===== src/rtl/add_sub_pipeline.sv =====
// rtl/add_sub_pipeline.sv - two-stage elastic add/subtract unit around a carry-bypass adder
// Operand stage conditions B/carry for subtract; result stage registers sum and CF/OF/ZF/NF.

module carry_bypass_adder #(
  parameter int DATA_WIDTH = 16,
  parameter int BLOCK_SIZE = 4
) (
  input  logic [DATA_WIDTH-1:0] a_i,
  input  logic [DATA_WIDTH-1:0] b_i,
  input  logic                  cin_i,
  output logic [DATA_WIDTH-1:0] s_o,
  output logic                  cout_o,
  output logic                  of_o
);
  localparam int NUM_BLOCKS = DATA_WIDTH / BLOCK_SIZE;

  logic blk_c;
  logic rc;
  logic prop;
  logic c_msb;

  // Each block ripples internally; a fully propagating block forwards its carry-in directly.
  always_comb begin
    blk_c = cin_i;
    s_o   = '0;
    c_msb = 1'b0;
    rc    = 1'b0;
    prop  = 1'b0;
    for (int k = 0; k < NUM_BLOCKS; k++) begin
      rc   = blk_c;
      prop = 1'b1;
      for (int j = 0; j < BLOCK_SIZE; j++) begin
        if (k * BLOCK_SIZE + j == DATA_WIDTH - 1) c_msb = rc;
        s_o[k*BLOCK_SIZE+j] = a_i[k*BLOCK_SIZE+j] ^ b_i[k*BLOCK_SIZE+j] ^ rc;
        rc   = (a_i[k*BLOCK_SIZE+j] & b_i[k*BLOCK_SIZE+j]) |
               ((a_i[k*BLOCK_SIZE+j] ^ b_i[k*BLOCK_SIZE+j]) & rc);
        prop = prop & (a_i[k*BLOCK_SIZE+j] ^ b_i[k*BLOCK_SIZE+j]);
      end
      blk_c = prop ? blk_c : rc;
    end
    cout_o = blk_c;
    of_o   = c_msb ^ blk_c;
  end
endmodule

module add_sub_pipeline #(
  parameter int DATA_WIDTH = 16,
  parameter int BLOCK_SIZE = 4
) (
  input  logic                  clk_i,
  input  logic                  rst_ni,
  input  logic                  in_valid_i,
  output logic                  in_ready_o,
  input  logic [DATA_WIDTH-1:0] in_a_i,
  input  logic [DATA_WIDTH-1:0] in_b_i,
  input  logic                  in_op_i,
  input  logic                  in_cin_i,
  output logic                  out_valid_o,
  input  logic                  out_ready_i,
  output logic [DATA_WIDTH-1:0] out_s_o,
  output logic                  out_cf_o,
  output logic                  out_of_o,
  output logic                  out_zf_o,
  output logic                  out_nf_o
);
  logic [DATA_WIDTH-1:0] a1_q, a1_d, b1_q, b1_d;
  logic                  c1_q, c1_d, s1_valid_q, s1_valid_d;
  logic [DATA_WIDTH-1:0] s_q, s_d;
  logic                  cf_q, cf_d, of_q, of_d, zf_q, zf_d, nf_q, nf_d;
  logic                  s2_valid_q, s2_valid_d;

  logic                  s2_free, s1_advance, accept;
  logic [DATA_WIDTH-1:0] sum;
  logic                  sum_cf, sum_of;

  assign s2_free    = !s2_valid_q || out_ready_i;
  assign s1_advance = s1_valid_q && s2_free;
  assign in_ready_o = !s1_valid_q || s2_free;
  assign accept     = in_valid_i && in_ready_o;

  carry_bypass_adder #(
    .DATA_WIDTH(DATA_WIDTH),
    .BLOCK_SIZE(BLOCK_SIZE)
  ) u_adder (
    .a_i   (a1_q),
    .b_i   (b1_q),
    .cin_i (c1_q),
    .s_o   (sum),
    .cout_o(sum_cf),
    .of_o  (sum_of)
  );

  // Subtract is A + ~B + ~borrow, so both B and the carry-in are inverted here.
  always_comb begin
    a1_d       = a1_q;
    b1_d       = b1_q;
    c1_d       = c1_q;
    s1_valid_d = s1_valid_q;
    if (accept) begin
      a1_d       = in_a_i;
      b1_d       = in_op_i ? ~in_b_i : in_b_i;
      c1_d       = in_op_i ? ~in_cin_i : in_cin_i;
      s1_valid_d = 1'b1;
    end else if (s1_advance) begin
      s1_valid_d = 1'b0;
    end
  end

  always_comb begin
    s_d        = s_q;
    cf_d       = cf_q;
    of_d       = of_q;
    zf_d       = zf_q;
    nf_d       = nf_q;
    s2_valid_d = s2_valid_q;
    if (s1_advance) begin
      s_d        = sum;
      cf_d       = sum_cf;
      of_d       = sum_of;
      zf_d       = (sum == '0);
      nf_d       = sum[DATA_WIDTH-1];
      s2_valid_d = 1'b1;
    end else if (out_ready_i) begin
      s2_valid_d = 1'b0;
    end
  end

  always_ff @(posedge clk_i or negedge rst_ni) begin
    if (!rst_ni) begin
      a1_q       <= '0;
      b1_q       <= '0;
      c1_q       <= 1'b0;
      s1_valid_q <= 1'b0;
      s_q        <= '0;
      cf_q       <= 1'b0;
      of_q       <= 1'b0;
      zf_q       <= 1'b0;
      nf_q       <= 1'b0;
      s2_valid_q <= 1'b0;
    end else begin
      a1_q       <= a1_d;
      b1_q       <= b1_d;
      c1_q       <= c1_d;
      s1_valid_q <= s1_valid_d;
      s_q        <= s_d;
      cf_q       <= cf_d;
      of_q       <= of_d;
      zf_q       <= zf_d;
      nf_q       <= nf_d;
      s2_valid_q <= s2_valid_d;
    end
  end

  assign out_valid_o = s2_valid_q;
  assign out_s_o     = s_q;
  assign out_cf_o    = cf_q;
  assign out_of_o    = of_q;
  assign out_zf_o    = zf_q;
  assign out_nf_o    = nf_q;
endmodule


===== config.mk =====
export PLATFORM = sky130hd
export DESIGN_NAME = add_sub_pipeline
export DESIGN_NICKNAME = d
export VERILOG_FILES = /design/src/rtl/add_sub_pipeline.sv
export SDC_FILE = /design/constraint.sdc
export NUM_CORES = 1
export LEC_CHECK = 0
export CAP_MARGIN = 25
export CORE_MARGIN = 4
export CORE_UTILIZATION = 55
export DETAILED_ROUTE_END_ITERATION = 12
export PLACE_DENSITY = 0.85
export SYNTH_ARGS = -nofsm -noshare
export SYNTH_HDL_FRONTEND = slang
export SYNTH_SLANG_ARGS = --single-unit

===== constraint.sdc =====
create_clock -name clk_i -period 18.06 [get_ports clk_i]
set_clock_uncertainty 0.15 [all_clocks]
set_input_delay 5.418 -clock clk_i [delete_from_list [all_inputs] [get_ports clk_i]]
set_output_delay 5.418 -clock clk_i [all_outputs]
set_load 0.1 [all_outputs]

======== After elaboration in Yosys (flattened, before gate mapping) ========
Cells that the tools add are included.
word-level totals
  logic and storage cells ................. 124
  input bits .............................. 38
  output and inout port bits .............. 22
  register bits after elaboration ......... 55
operators by class
  bitwise gates (word level) .............. 95
  muxes and demuxes ....................... 10
  reduce and logical (&&, ||, !) cells .... 9
operators by type and width
  operator            number
  1-bit bitwise AND   44
  1-bit XOR           33
  16-bit zero test    1
  16-bit two-way mux  1
  16-bit inverter     1
  1-bit OR            16
  1-bit two-way mux   9
  2-bit nonzero test  2
  1-bit logical AND   2
  1-bit zero test     2
  1-bit logical OR    2
  1-bit inverter      1

======== Logic depth before layout (Yosys ltp) ========
  depth after elaboration ................. 38
  mapped depth ............................ 26
  gate-level depth less buffers ........... 26

======== Cells and area by module ========
From an unflattened synthesis, not the netlist that was laid out.
second synthesis, totals
  cells, all modules ...................... 198
  area, all modules ....................... 3133.0 µm²
by module, submodules not included
  module              seq. area each (µm²)  cells an instance  instances  area an instance (µm²)
  add_sub_pipeline    1351.3                142                1          2437.3
  carry_bypass_adder  0.0                   56                 1          695.7

======== Least setup slack after synthesis ========
No wires, ideal clock.
  path type ............................... input port to output port
  start ................................... input out_ready_i
  end ..................................... output in_ready_o
  path slack .............................. 6.247 ns
  stages on the path ...................... 1
  data required time ...................... 12.492 ns
  arrival ................................. 6.245 ns
  path buffers ............................ 0
  cell sequence ........................... nand3b_1
between the ends
  word-level cells in the longest chain between the ends .. 2
RTL lines
  what                RTL line  RTL
  start: declaration  59        input logic out_ready_i,
  1-bit logical OR    76        assign s2_free = !s2_valid_q || out_ready_i;
  1-bit logical OR    78        assign in_ready_o = !s1_valid_q || s2_free;
  end: declaration    53        output logic in_ready_o,
No other way between the ends.

======== Final worst setup path ========
Same ends and word-level chain as after synthesis.

==> results by stage <==
STA:
- Static timing analysis puts the maximum clock frequency at about 80 MHz.
- The post-route fraction of the period consumed by the critical path is around 71%.
- The final hold slack is 342 ps.
- The post-layout minimum cycle time is 12780 ps.
- The worst pin sits at a relative slew slack of between 30% and 40%.
- The slew at the pin closest to its max-slew limit is 981 ps.
- The max-slew violation total from the final report is 0.
- The final number of hold-violating endpoints is 0.
- Setup total negative slack on the finished layout was measured at 0 ps.
- Setup violations remaining at the end of the flow were counted as 0.
- Setup repair after global routing left no endpoint under its margin.

Cells and area:
- The layout overhead on the synthesized area is 25.1%.
- The number of filler instances in the final layout is roughly 350.
- The final core utilization is 72.8%.
- The repair_antennas step left the layout with diodes totalling 0.
- The final cell count without fillers is 344.
- The count of nets after finishing is between 300 and 400.
- The summed area of non-filler cells in the final layout is ~0.0035 mm2.
- In the final layout, the share of cells above drive strength 1 is around 16%.

Detailed routing:
- The detailed router placed approximately 1.8k vias in this run.
- The detail route stage leaves a number of antenna-violating nets equal to 0.
- The detailed router finished its first iteration with 46 violations.
- The number of vias per cell is between 5 and 6.
- The post-detailed-routing wire length is ~5200 um.
- The count of TritonRoute iterations in the first routing pass is 4.
- In the routed design, unresolved DRC markers number 0.
- After detailed routing, the average wire length per cell comes to 15.2 um.

Synthesis:
- The synthesized area divided by synthesized cell count is around 13 um2.
- The synthesized instance count is 220.
- The mapped netlist covers between 0.002 and 0.003 mm2.
- The number of nets handed over by synthesis was 290.
- The dominant cell by count in the synthesized netlist is sky130_fd_sc_hd__dfrtp_1.
- The synthesized design contains 54 register bits.
- Sorting the synthesized cells by area gives the leading types as sky130_fd_sc_hd__dfrtp_1, sky130_fd_sc_hd__mux2_2, sky130_fd_sc_hd__fa_1.
- For this run, the register share of the synthesized area comes to ~48%.
- For this run, asynchronously set or reset flops after synthesis account for between 90% and 100%.
- Yosys mapped the design onto 27 distinct sky130hd cell types.
- The number of enable-type register cells in the synthesized netlist is 0.
- The post-synthesis cell type with the largest combined area is sky130_fd_sc_hd__dfrtp_1.
- The top-area cell type share of the netlist area is a little under half.
- The flip-flop cell with the highest count after synthesis is sky130_fd_sc_hd__dfrtp_1.
- The Yosys step of the flow raised 0 warnings.
- After synthesis, the most frequently instantiated cells are sky130_fd_sc_hd__dfrtp_1, sky130_fd_sc_hd__mux2_2, sky130_fd_sc_hd__nand2_1.

Clock network:
- The post-cts gate resize count is 0.
- The clock passes through at most 2 buffers.
- Buffers inserted during clock tree synthesis total 5.
- The number of sinks handled by clock tree synthesis is 54.
- The clock reaches the later pin of the worst-skew pair after 300 ps.
- The clock-pin slew of the registers on the worst-case setup and hold paths is ~90 ps.
- The H-tree generated during clock tree synthesis spans 2 levels.
- The number of hold-repair buffers added at the cts stage is 0.
- The post-CTS repair timing setup buffer count is 0.
- The cell sitting at the root of the clock tree is a sky130_fd_sc_hd__clkbuf_8.
- The CTS tree is yes.

Setup path:
- STA classifies the critical path endpoint as a primary output.
- The endpoint arrival time on the critical path is approximately 7200 ps.
- The delay of the slowest cell on the worst path is around 1200 ps.
- The most repeated library cell on the critical path is sky130_fd_sc_hd__clkdlybuf4s50_1.
- Data on the critical path is required at its endpoint by around 12000 ps.
- The startpoint-to-endpoint class of the critical path is primary input to primary output.
- The largest driver fanout on the critical path is 3.
- Among all stages on the critical path, the largest delay is contributed by sky130_fd_sc_hd__clkdlybuf4s50_1.
- STA classifies the critical path startpoint as a primary input.
- Traced cell by cell, the critical path runs through clkdlybuf4s50_1, nand3b_1, clkdlybuf4s50_1.

Floorplan:
- During I/O placement, the number of pins put on the boundary was 60.
- The floorplan step defined a core boundary enclosing ~0.0048 mm2.
- The die area is 0.00634 mm2.
- The initial utilization of the core area, before any placement, comes to roughly three fifths.
- From left edge to right edge, the die measures 79.6 um.
- From bottom edge to top edge, the die measures 79.6 um.
- The row count is 25.

Placement:
- The cell total after placement is approximately 340.
- Detailed placement finished with a half-perimeter wire length of 3980 um.
- The placer congestion estimate is between 0.8 and 0.9.
- Summing all placed instances gives a cell area of roughly 0.0034 mm2.
- Port buffering added a little under 60 buffers.

GRT:
- The residual overflow from global routing is 0.
- The global router's overall resource usage is 18.4%.
- Entering global routing, the biggest net connects between 50 and 60 pins.
- The first global-routing pass estimated ~8900 um of wire.
- The number of global-route vias before repair was around 1.8k.
- The number of antenna violations at the first check in global routing is 0.

Run status:
- The flow ran to the end, and the final reports show no timing, DRC or antenna violations.

Job:
- The number of maximum-capacitance violations is 0.

Power and ir drop:
- IR analysis of the VDD net gives a maximum drop of around 0.00012 V.
- The power density of the placed cells is around 160 mW/mm2.
- The analysis attributes to cell leakage a power of 1.49 nW.

Hold path:
- The type of the most critical hold path is flop to flop.
## placed cells by master (no fill, tap or decap), types with 3 or more instances in the layout
cell                              instances
sky130_fd_sc_hd__a21oi_1                  4
sky130_fd_sc_hd__clkbuf_8                 6
sky130_fd_sc_hd__clkdlybuf4s50_1         58
sky130_fd_sc_hd__dfrtp_1                 54
sky130_fd_sc_hd__fa_1                    16
sky130_fd_sc_hd__ha_1                    16
sky130_fd_sc_hd__inv_1                    3
sky130_fd_sc_hd__mux2_2                  31
sky130_fd_sc_hd__nand2_1                 23
sky130_fd_sc_hd__nand2b_1                 3
sky130_fd_sc_hd__nand3_1                  3
sky130_fd_sc_hd__nand4_1                  5
sky130_fd_sc_hd__nor2_1                   4
sky130_fd_sc_hd__nor4_1                   3
sky130_fd_sc_hd__o21ai_0                 18
sky130_fd_sc_hd__xnor2_1                 16
## flip-flops by register name (all words and copies together) (netlist names)
signal and count:
a1_q 16, b1_q 16, out_s_o 16, c1_q 1, out_cf_o 1, out_of_o 1, out_valid_o 1, out_zf_o 1
s1_valid_q 1
## routing by layer
layer | GRT usage (%) | part of all wire, % | vias to the layer above
met1 | 24.9 | 45 | 878
met5 | 0 | 0 | -
met2 | 29.5 | 49 | 42
li1 | - | - | 864
met4 | 5.50 | 1.5 | 0
met3 | 4.63 | 4.4 | 8
## stage by stage
stage / power, mW / worst slack, ps
2_1_floorplan: 0.416 / 6250
3_3_place_gp: 0.492 / 5320
3_5_place_dp: 0.499 / 5290
4_1_cts: 0.566 / 5280
5_1_grt: 0.591 / 5240
6_report: 0.561 / 5280
## report_power, final
part / switching, mW / internal, mW
Clock: 0.0367 / 0.0297
Sequential: 0.0250 / 0.153
Combinational: 0.221 / 0.0952
Total: 0.283 / 0.278
## layout make-up
| class | count | area (um2) | area share (%) |
|---|---|---|---|
| clock buffers | 6 | 82.6 | 2.34 |
| flip-flops and latches | 54 | 1350 | 38.3 |
| multi-input cells | 153 | 1400 | 39.7 |
| well taps | 67 | 83.8 | 2.37 |
| inverters | 3 | 11.3 | 0.319 |
| repair buffers | 61 | 601 | 17.0 |
## kinds of logic after synthesis
| kind of cell | after synthesis | share of synthesized area [%] |
|---|---|---|
| flops | 54 | 47.9 |
| simple gates | 46 | 7.80 |
| mux | 32 | 12.9 |
| fa+ha+maj | 32 | 18.4 |
| compound gates | 26 | 5.23 |
| xor+xnor | 17 | 5.27 |
| buf+inv | 13 | 2.48 |
## final timing paths
kind / startpoint / to / slack (ps) / cells past startpoint
hold / removal: out_zf_o$_DFFE_PN0P_ / out_zf_o$_DFFE_PN0P_ / 340 / 2
setup reg to reg: a1_q[0]$_DFFE_PN0P_ / out_zf_o$_DFFE_PN0P_ / 9650 / 25
max in group asynchronous: rst_ni / a1_q[12]$_DFFE_PN0P_ / 12230 / 2
hold reg to reg: out_zf_o$_DFFE_PN0P_ / out_zf_o$_DFFE_PN0P_ / 340 / 2
min in group asynchronous: rst_ni / c1_q$_DFFE_PN0P_ / 5080 / 2
setup / recovery: out_ready_i / in_ready_o / 5280 / 3
## critical path: cells and delay by family
kind / cells / cell delay, ps
buffers and inverters: 2 / 1620
and+or+nand+nor: 1 / 160
Note: power is estimated with default switching activity, not from simulation.
